File: config.mk
export PLATFORM = sky130hd
export DESIGN_NAME = m16_frame_filler
export DESIGN_NICKNAME = d
export VERILOG_FILES = /design/src/rtl/m16_pkg.sv /design/src/rtl/m16_frame_filler.sv
export SDC_FILE = /design/constraint.sdc
export NUM_CORES = 1
export LEC_CHECK = 0
export ABC_AREA = 1
export CAP_MARGIN = 20
export CORE_UTILIZATION = 52
export CTS_CLUSTER_DIAMETER = 150
export CTS_CLUSTER_SIZE = 40
export DETAILED_ROUTE_END_ITERATION = 10
export PLACE_DENSITY = 0.8
export SLEW_MARGIN = 30
export SYNTH_ARGS = -nofsm -noshare
export SYNTH_HDL_FRONTEND = slang
export SYNTH_SLANG_ARGS = --single-unit
File: constraint.sdc
create_clock -name iClkOrb -period 2.1 [get_ports iClkOrb]
set_input_delay 0.42 -clock iClkOrb [delete_from_list [all_inputs] [get_ports iClkOrb]]
set_output_delay 0.42 -clock iClkOrb [all_outputs]
set_load 0.01 [all_outputs]
File: src/rtl/m16_pkg.sv
// Constants and fill-state encoding shared by the M16 serializer and its frame filler.
package m16_pkg;
  localparam int M16_ADDR_W     = 11;
  localparam int M16_WORD_W     = 12;
  localparam int M16_WORDS      = 2048;
  localparam int M16_MARKER_BIT = 11;

  typedef enum logic [1:0] {
    FILL = 2'd0,
    PAD  = 2'd1,
    DONE = 2'd2
  } fillState_t;
endpackage

File: src/rtl/m16_frame_filler.sv
// Fills the bank of the M16 ping-pong frame RAM that M16 is not reading,
// padding on request and flagging bank swaps that arrive before the bank is full.
module m16_frame_filler
  import m16_pkg::*;
#(
  parameter int                ADDR_W   = M16_ADDR_W,
  parameter int                WORD_W   = M16_WORD_W,
  parameter logic [WORD_W-1:0] PAD_WORD = '0
) (
  input  logic              iClkOrb,
  input  logic              reset,
  input  logic              iSwitch,
  input  logic [WORD_W-2:0] iData,
  input  logic              iValid,
  output logic              oReady,
  input  logic              iFlush,
  output logic              oWrEn,
  output logic              oWrBank,
  output logic [ADDR_W-1:0] oWrAddr,
  output logic [WORD_W-1:0] oWrData,
  output logic              oFull,
  output logic [ADDR_W:0]   oFillLvl,
  output logic              oUnderrun,
  output logic [7:0]        oUnderrunCnt
);

  localparam logic [ADDR_W-1:0] LAST_ADDR = '1;
  localparam logic [ADDR_W-1:0] ADDR_ONE  = {{(ADDR_W-1){1'b0}}, 1'b1};
  localparam logic [ADDR_W:0]   LVL_ONE   = {{ADDR_W{1'b0}}, 1'b1};
  // M16 ORs in the marker itself, so the top bit is always written as 0.
  localparam logic [WORD_W-1:0] PAD_CLEAN = {1'b0, PAD_WORD[WORD_W-2:0]};

  fillState_t        state, stateNext;
  logic [ADDR_W-1:0] addr, addrNext;
  logic              bank, bankNext;
  logic              swPrev;
  logic              swEdge, xfer;

  logic              readyNext, wrEnNext, wrBankNext, fullNext, underrunNext;
  logic [ADDR_W-1:0] wrAddrNext;
  logic [WORD_W-1:0] wrDataNext;
  logic [ADDR_W:0]   fillLvlNext;
  logic [7:0]        underrunCntNext;

  always_ff @(posedge iClkOrb or negedge reset) begin
    if (!reset) begin
      state        <= FILL;
      addr         <= '0;
      bank         <= 1'b1;
      swPrev       <= 1'b0;
      oReady       <= 1'b0;
      oWrEn        <= 1'b0;
      oWrBank      <= 1'b1;
      oWrAddr      <= '0;
      oWrData      <= '0;
      oFull        <= 1'b0;
      oFillLvl     <= '0;
      oUnderrun    <= 1'b0;
      oUnderrunCnt <= '0;
    end else begin
      state        <= stateNext;
      addr         <= addrNext;
      bank         <= bankNext;
      swPrev       <= iSwitch;
      oReady       <= readyNext;
      oWrEn        <= wrEnNext;
      oWrBank      <= wrBankNext;
      oWrAddr      <= wrAddrNext;
      oWrData      <= wrDataNext;
      oFull        <= fullNext;
      oFillLvl     <= fillLvlNext;
      oUnderrun    <= underrunNext;
      oUnderrunCnt <= underrunCntNext;
    end
  end

  always_comb begin
    swEdge          = iSwitch ^ swPrev;
    xfer            = iValid && oReady;
    stateNext       = state;
    addrNext        = addr;
    bankNext        = bank;
    wrEnNext        = 1'b0;
    wrBankNext      = oWrBank;
    wrAddrNext      = oWrAddr;
    wrDataNext      = oWrData;
    fillLvlNext     = oFillLvl;
    fullNext        = 1'b0;
    underrunNext    = 1'b0;
    underrunCntNext = oUnderrunCnt;

    if (swEdge) begin
      // A swap overrides everything, including a flush in the same cycle.
      stateNext   = FILL;
      bankNext    = ~iSwitch;
      addrNext    = '0;
      fillLvlNext = '0;
      if (state != DONE) begin
        underrunNext = 1'b1;
        if (oUnderrunCnt != 8'hFF) underrunCntNext = oUnderrunCnt + 8'd1;
      end
      if (xfer) begin
        wrEnNext    = 1'b1;
        wrBankNext  = ~iSwitch;
        wrAddrNext  = '0;
        wrDataNext  = {1'b0, iData};
        addrNext    = ADDR_ONE;
        fillLvlNext = LVL_ONE;
      end
    end else begin
      fullNext = (state == DONE);
      unique case (state)
        FILL: begin
          if (xfer) begin
            wrEnNext    = 1'b1;
            wrBankNext  = bank;
            wrAddrNext  = addr;
            wrDataNext  = {1'b0, iData};
            fillLvlNext = oFillLvl + LVL_ONE;
          end
          if (xfer && addr == LAST_ADDR) begin
            stateNext = DONE;
          end else begin
            if (xfer) addrNext = addr + ADDR_ONE;
            if (iFlush) stateNext = PAD;
          end
        end
        PAD: begin
          wrEnNext    = 1'b1;
          wrBankNext  = bank;
          wrAddrNext  = addr;
          wrDataNext  = PAD_CLEAN;
          fillLvlNext = oFillLvl + LVL_ONE;
          if (addr == LAST_ADDR) stateNext = DONE;
          else                   addrNext  = addr + ADDR_ONE;
        end
        default: ;
      endcase
    end

    readyNext = (stateNext == FILL);
  end

endmodule

# Yosys cells after proc, flatten, opt, wreduce, memory -nomap -nowiden

Cells that the tools add are included.

Logic and storage cells: 69
Register bits: 63
Output and inout bits: 48
Input bits: 16

Reduce and logical (&&, ||, !) cells: 9
$add $sub $neg: 3
Mux-type cells: 32
Bitwise operators: 2
Equality and inequality tests: 10

Operators with widths:

| cell                                                                    | count |
|---|---|
| 11-bit two-way mux                                                      | 7 |
| 12-bit two-way mux                                                      | 4 |
| 12-bit case mux with 2 select lines                                     | 2 |
| 11-bit case mux with 2 select lines                                     | 2 |
| 12-bit by 1-bit adder with 12-bit output, second input constant         | 1 |
| 11-bit by 1-bit adder with 11-bit output, second input constant         | 1 |
| 11-bit == test, second input constant                                   | 1 |
| 1-bit two-way mux                                                       | 10 |
| 3-bit inequality test, second input constant                            | 3 |
| 8-bit by 1-bit adder with 8-bit output, second input constant           | 1 |
| 2-bit two-way mux                                                       | 4 |
| 8-bit inequality test, second input constant                            | 1 |
| 3-bit AND reduction                                                     | 2 |
| 2-bit logical NOT                                                       | 2 |
| 2-bit inequality test, second input constant                            | 2 |
| 1-bit case mux with 2 select lines                                      | 2 |
| 2-bit case mux with 2 select lines                                      | 1 |
| 4-bit AND reduction                                                     | 1 |
| 3-bit nonzero test                                                      | 1 |
| 2-bit by 1-bit == test with 1-bit output, second input constant         | 1 |
| 2-bit == test, second input constant                                    | 1 |
| 1-bit logical AND                                                       | 2 |
| 2-bit by 1-bit inequality test with 1-bit output, second input constant | 1 |
| 2-bit AND reduction                                                     | 1 |
| 2 further kinds                                                         | 2 |

# Depth between registers and ports, before layout

Gate-level depths: netlist of run 1.

Word-level depth: 6
Depth in mapped cells: 10

# Worst setup path before layout of run 1

No wires, ideal clock.

Path type: register -> register
From: register addr[0]
To: register addr[0]
Library setup time: 127 ps
Required time: 1,973 ps
Arrival: 1,402 ps
Slack: 571 ps
Cell stages (with the launch flop): 10
Cells stage by stage: dfrtp_1 > ha_1 > inv_1 > nor2_4 > nand2_4 > nor2_4 > nand2_4 > nand2_8 > buf_12 > o21ai_0

Word-level cells in the longest chain between the ends: 5
Elaborated cells on any way between the ends: 11

RTL lines:

| item                                     | RTL line                                         | RTL |
|---|---|---|
| from (decl)                              | m16_frame_filler.sv:34                           | `logic [ADDR_W-1:0] addr, addrNext;` |
| from (signal assigned)                   | m16_frame_filler.sv:62                           | `addr <= addrNext;` |
| 11-bit by 1-bit adder with 11-bit output | m16_frame_filler.sv:124, m16_frame_filler.sv:135 |  |
| 11-bit two-way mux                       | m16_frame_filler.sv:124                          | `if (xfer) addrNext = addr + ADDR_ONE;` |
| 11-bit two-way mux                       | m16_frame_filler.sv:121                          | `if (xfer && addr == LAST_ADDR) begin` |
| 11-bit case mux with 2 select lines      | m16_frame_filler.sv:112                          | `unique case (state)` |
| 11-bit two-way mux                       | m16_frame_filler.sv:92                           | `if (swEdge) begin` |

Several ways; a longest one is shown, not always the timed one. The select of a mux whose other input is x is not followed.
A chain may end at the register's enable or synchronous reset.

# Final worst setup path of run 1

From: register oWrBank
To: output oWrBank

RTL lines:

| item                   | RTL line               | RTL |
|---|---|---|
| from (decl)            | m16_frame_filler.sv:18 | `output logic oWrBank,` |
| from (signal assigned) | m16_frame_filler.sv:67 | `oWrBank <= wrBankNext;` |

No word-level cell between the ends.

==> impl_metrics.yaml, run 1 <==
status:
  status: "finished, final reports clean"
finish:
  multi_input_area_mm2: 0.00142
  drive_gt1_share_pct: 11.3
  syn2layout_area_growth_pct: 30.0
  num-nets-final: 481
  seqCellArea_mm2: 0.00158
  n_fill_cell: 482
  antennaDiodeCount: 0
  final_design_area_no_fill_mm2: 0.00417
pwr:
  vdd_drop_max_mv: 0.634
  leakagePower_uw: 0.00193
  power.density_mw_per_mm2: 919
sta:
  finalSetupViolCount: 0
  drv_slew: 0
  maxSlewHeadroom_pct: 66.4
  setup_tns_ps: 0
  tightestPinTransition_ps: 504
  rsz0062_at_grt: "no"
  clock.fmax_mhz: 548
  fin_crit_ps: 1820
  hold_violations: 0
  period_share_pct: 86.9
  finClkSkew_ps: 5.37
placement:
  gp_congestion: 0.862
  dp_hpwl_um: 5420
  dpl_cell_area_mm2: 0.00393
  io_buffers: 63
clocking:
  cts_tree: "yes"
  insertion_delay_ps: 340
  ctsResizeCount: 0
  path_clk_slew_ps: 70
  clkSinkCount: 63
  cts_buffer_depth: 2
  cts_made_buffers: 9
  htree_levels: 3
  cts_hold_buffers: 0
  cts_setup_buffers: 0
  clock-root-buffer: "clkbuf_8"
grt:
  grt_pass1_wl_um: 13000
  first_global_vias: 2805
  use_met1_pct: 34.1
  antenna_found_initial: 0
  grt_overflow: 0
  grt-busiest-layer: "met2"
  grt_max_degree: 32
  grt.met2_usage_pct: 44.3
  gr-usage-met3_pct: 4.77
  grt_util_all_layers_pct: 26.7
synthesis:
  synth_fp_nets: 410
  synthCells: 391
  yosys_warnings: 0
  ys_seq_area_share_pct: 49.3
  syn_area_mm2: 0.00320
  synth_seq_cells: 63
  synth_cell_type_count: 31
  syn_avg_cell_area_um2: 8.20
floorplanning:
  io_pins: 64
  fp.coreArea_mm2: 0.00592
  die_x_um: 80.5
  die_h_um: 80.5
  rows: 28
  start_util_pct: 54.1
  die_area_mm2: 0.00648
critical_path:
  arrival_ps: 1400
  rr_endpoint: "addr[6]"
  r2r-start: "addr[0]"
  end_kind: "primary output"
  worstPathMaxFanout: 2
  path_cells: "clkdlybuf4s50_1"
  critPathLaunchType: "flip-flop"
  crit_type: "reg2out"
  crit_family: "flip-flops"
  r2r_slack_ps: 420
  cpMaxStageDelayCell: "dfstp_2"
  cp.required_ps: 1680
  slowest_delay_ps: 530
  reg2reg_depth: 9
  timing.critical_path.buf_inv: 1
drt:
  antenna_left: 0
  num_vias: 2896
  wirelength_um: 7630
  drt_iter0_drc: 172
  drt_drc_violations_left: 0
  drtPass1Iterations: 4
  vias_per_cell: 5.34
  post_drt_wl_per_cell_um: 14.1
flow_run:
  maxCapViolations: 0
worst_hold_path:
  hold_path_class: "in2async"
[flip-flops by register name, indices dropped and copies added (netlist names), 2 cells and up]
signal        cells
oFillLvl         12
oWrData          12
addr             11
oWrAddr          11
oUnderrunCnt      8
state             2
[through the flow]
step	worst slack, ps	cells	hold slack, ps	util (%)	power [uW]
4_1_cts	261	542	45.2	70.4	3850
3_5_place_dp	26.9	526	416	66.3	2560
2_1_floorplan	571	391	124	-	2070
6_report	276	542	36.6	70.4	3830
5_1_grt	230	542	68.2	70.4	4020
3_3_place_gp	115	526	410	66.3	2520
[report_power, final]
group / switching (uW) / internal (uW)
clock network: 466 / 823
logic: 482 / 470
registers: 182 / 1400
[cells by family (layout without fill, tap and decap cells)]
kind of cell               after synthesis  in the layout  share of synthesized area, %
and+or+nand+nor                        228            228                          32.8
DFF                                     63             63                          49.3
buffers and inverters                   44            120                          6.29
AOI/OAI and AO/OA                       41             41                          7.15
xor gates and xnor gates                12             12                          3.28
adders and majority gates                3              3                          1.17
[cells in the final DEF, fill, tap and decap left out, drive strengths merged, types with 3 or more instances in the layout]
master	count
bufinv	3
xnor2	3
o21bai	3
nand4	12
clkdlybuf4s50	62
dfrtp	61
nand3	38
o21ai	28
nor2	42
ha	3
clkbuf	13
inv	31
nor3	7
xor2	9
nand2	128
buf	11
a21oi	7
[synthesized netlist by cell type, drive strengths merged]
master,instances,share of area (%)
a21o,1,0.23
a21oi,7,1.1
a22o,1,0.27
buf,8,2.1
clkbuf,5,0.59
dfrtp,61,48
dfstp,2,1.6
ha,3,1.2
inv,31,3.6
nand2,128,17
nand3,38,5.9
nand3b,1,0.23
nand4,12,2.3
nor2,42,6.2
nor3,7,1.1
o21ai,28,4.6
o21bai,3,0.70
o31ai,1,0.23
xnor2,3,0.82
xor2,9,2.5
[per-layer routing]
metal / up-vias / part of all wire (%)
met2: 70 / 51
met1: 1410 / 44
li1: 1407 / -
met4: 0 / 1.2
met3: 9 / 3.9
met5: - / 0
[area by class of cell]
| cell class | count | share of cell area (%) |
|---|---|---|
| Timing Repair Buffer | 73 | 17.1 |
| Inverter | 31 | 2.79 |
| Clock inverter | 3 | 2.16 |
| Multi-Input combinational cell | 284 | 34.2 |
| Sequential cell | 63 | 37.9 |
| Clock buffer | 13 | 3.57 |
| Tap cell | 75 | 2.25 |
[how the worst max path moves through the flow]
stage                     startpoint          end  slack, ps  cells past startpoint
after global placement       iSwitch  oFillLvl[2]        120                      9
after CTS                    oWrBank      oWrBank        260                      1
final                        oWrBank      oWrBank        280                      1
after global routing         iSwitch  oFillLvl[5]        230                     10
after detailed placement     iSwitch  oFillLvl[6]         30                     10
after floorplan              addr[0]      addr[0]        570                      9
Note: power is estimated with default switching activity, not from simulation.
==> run 2, diff against run 1 <==
GPL_TIMING_DRIVEN = 1   (was not set)
==> results of run 2 <==
Final layout, timing and power as in run 1 (identical DEF).
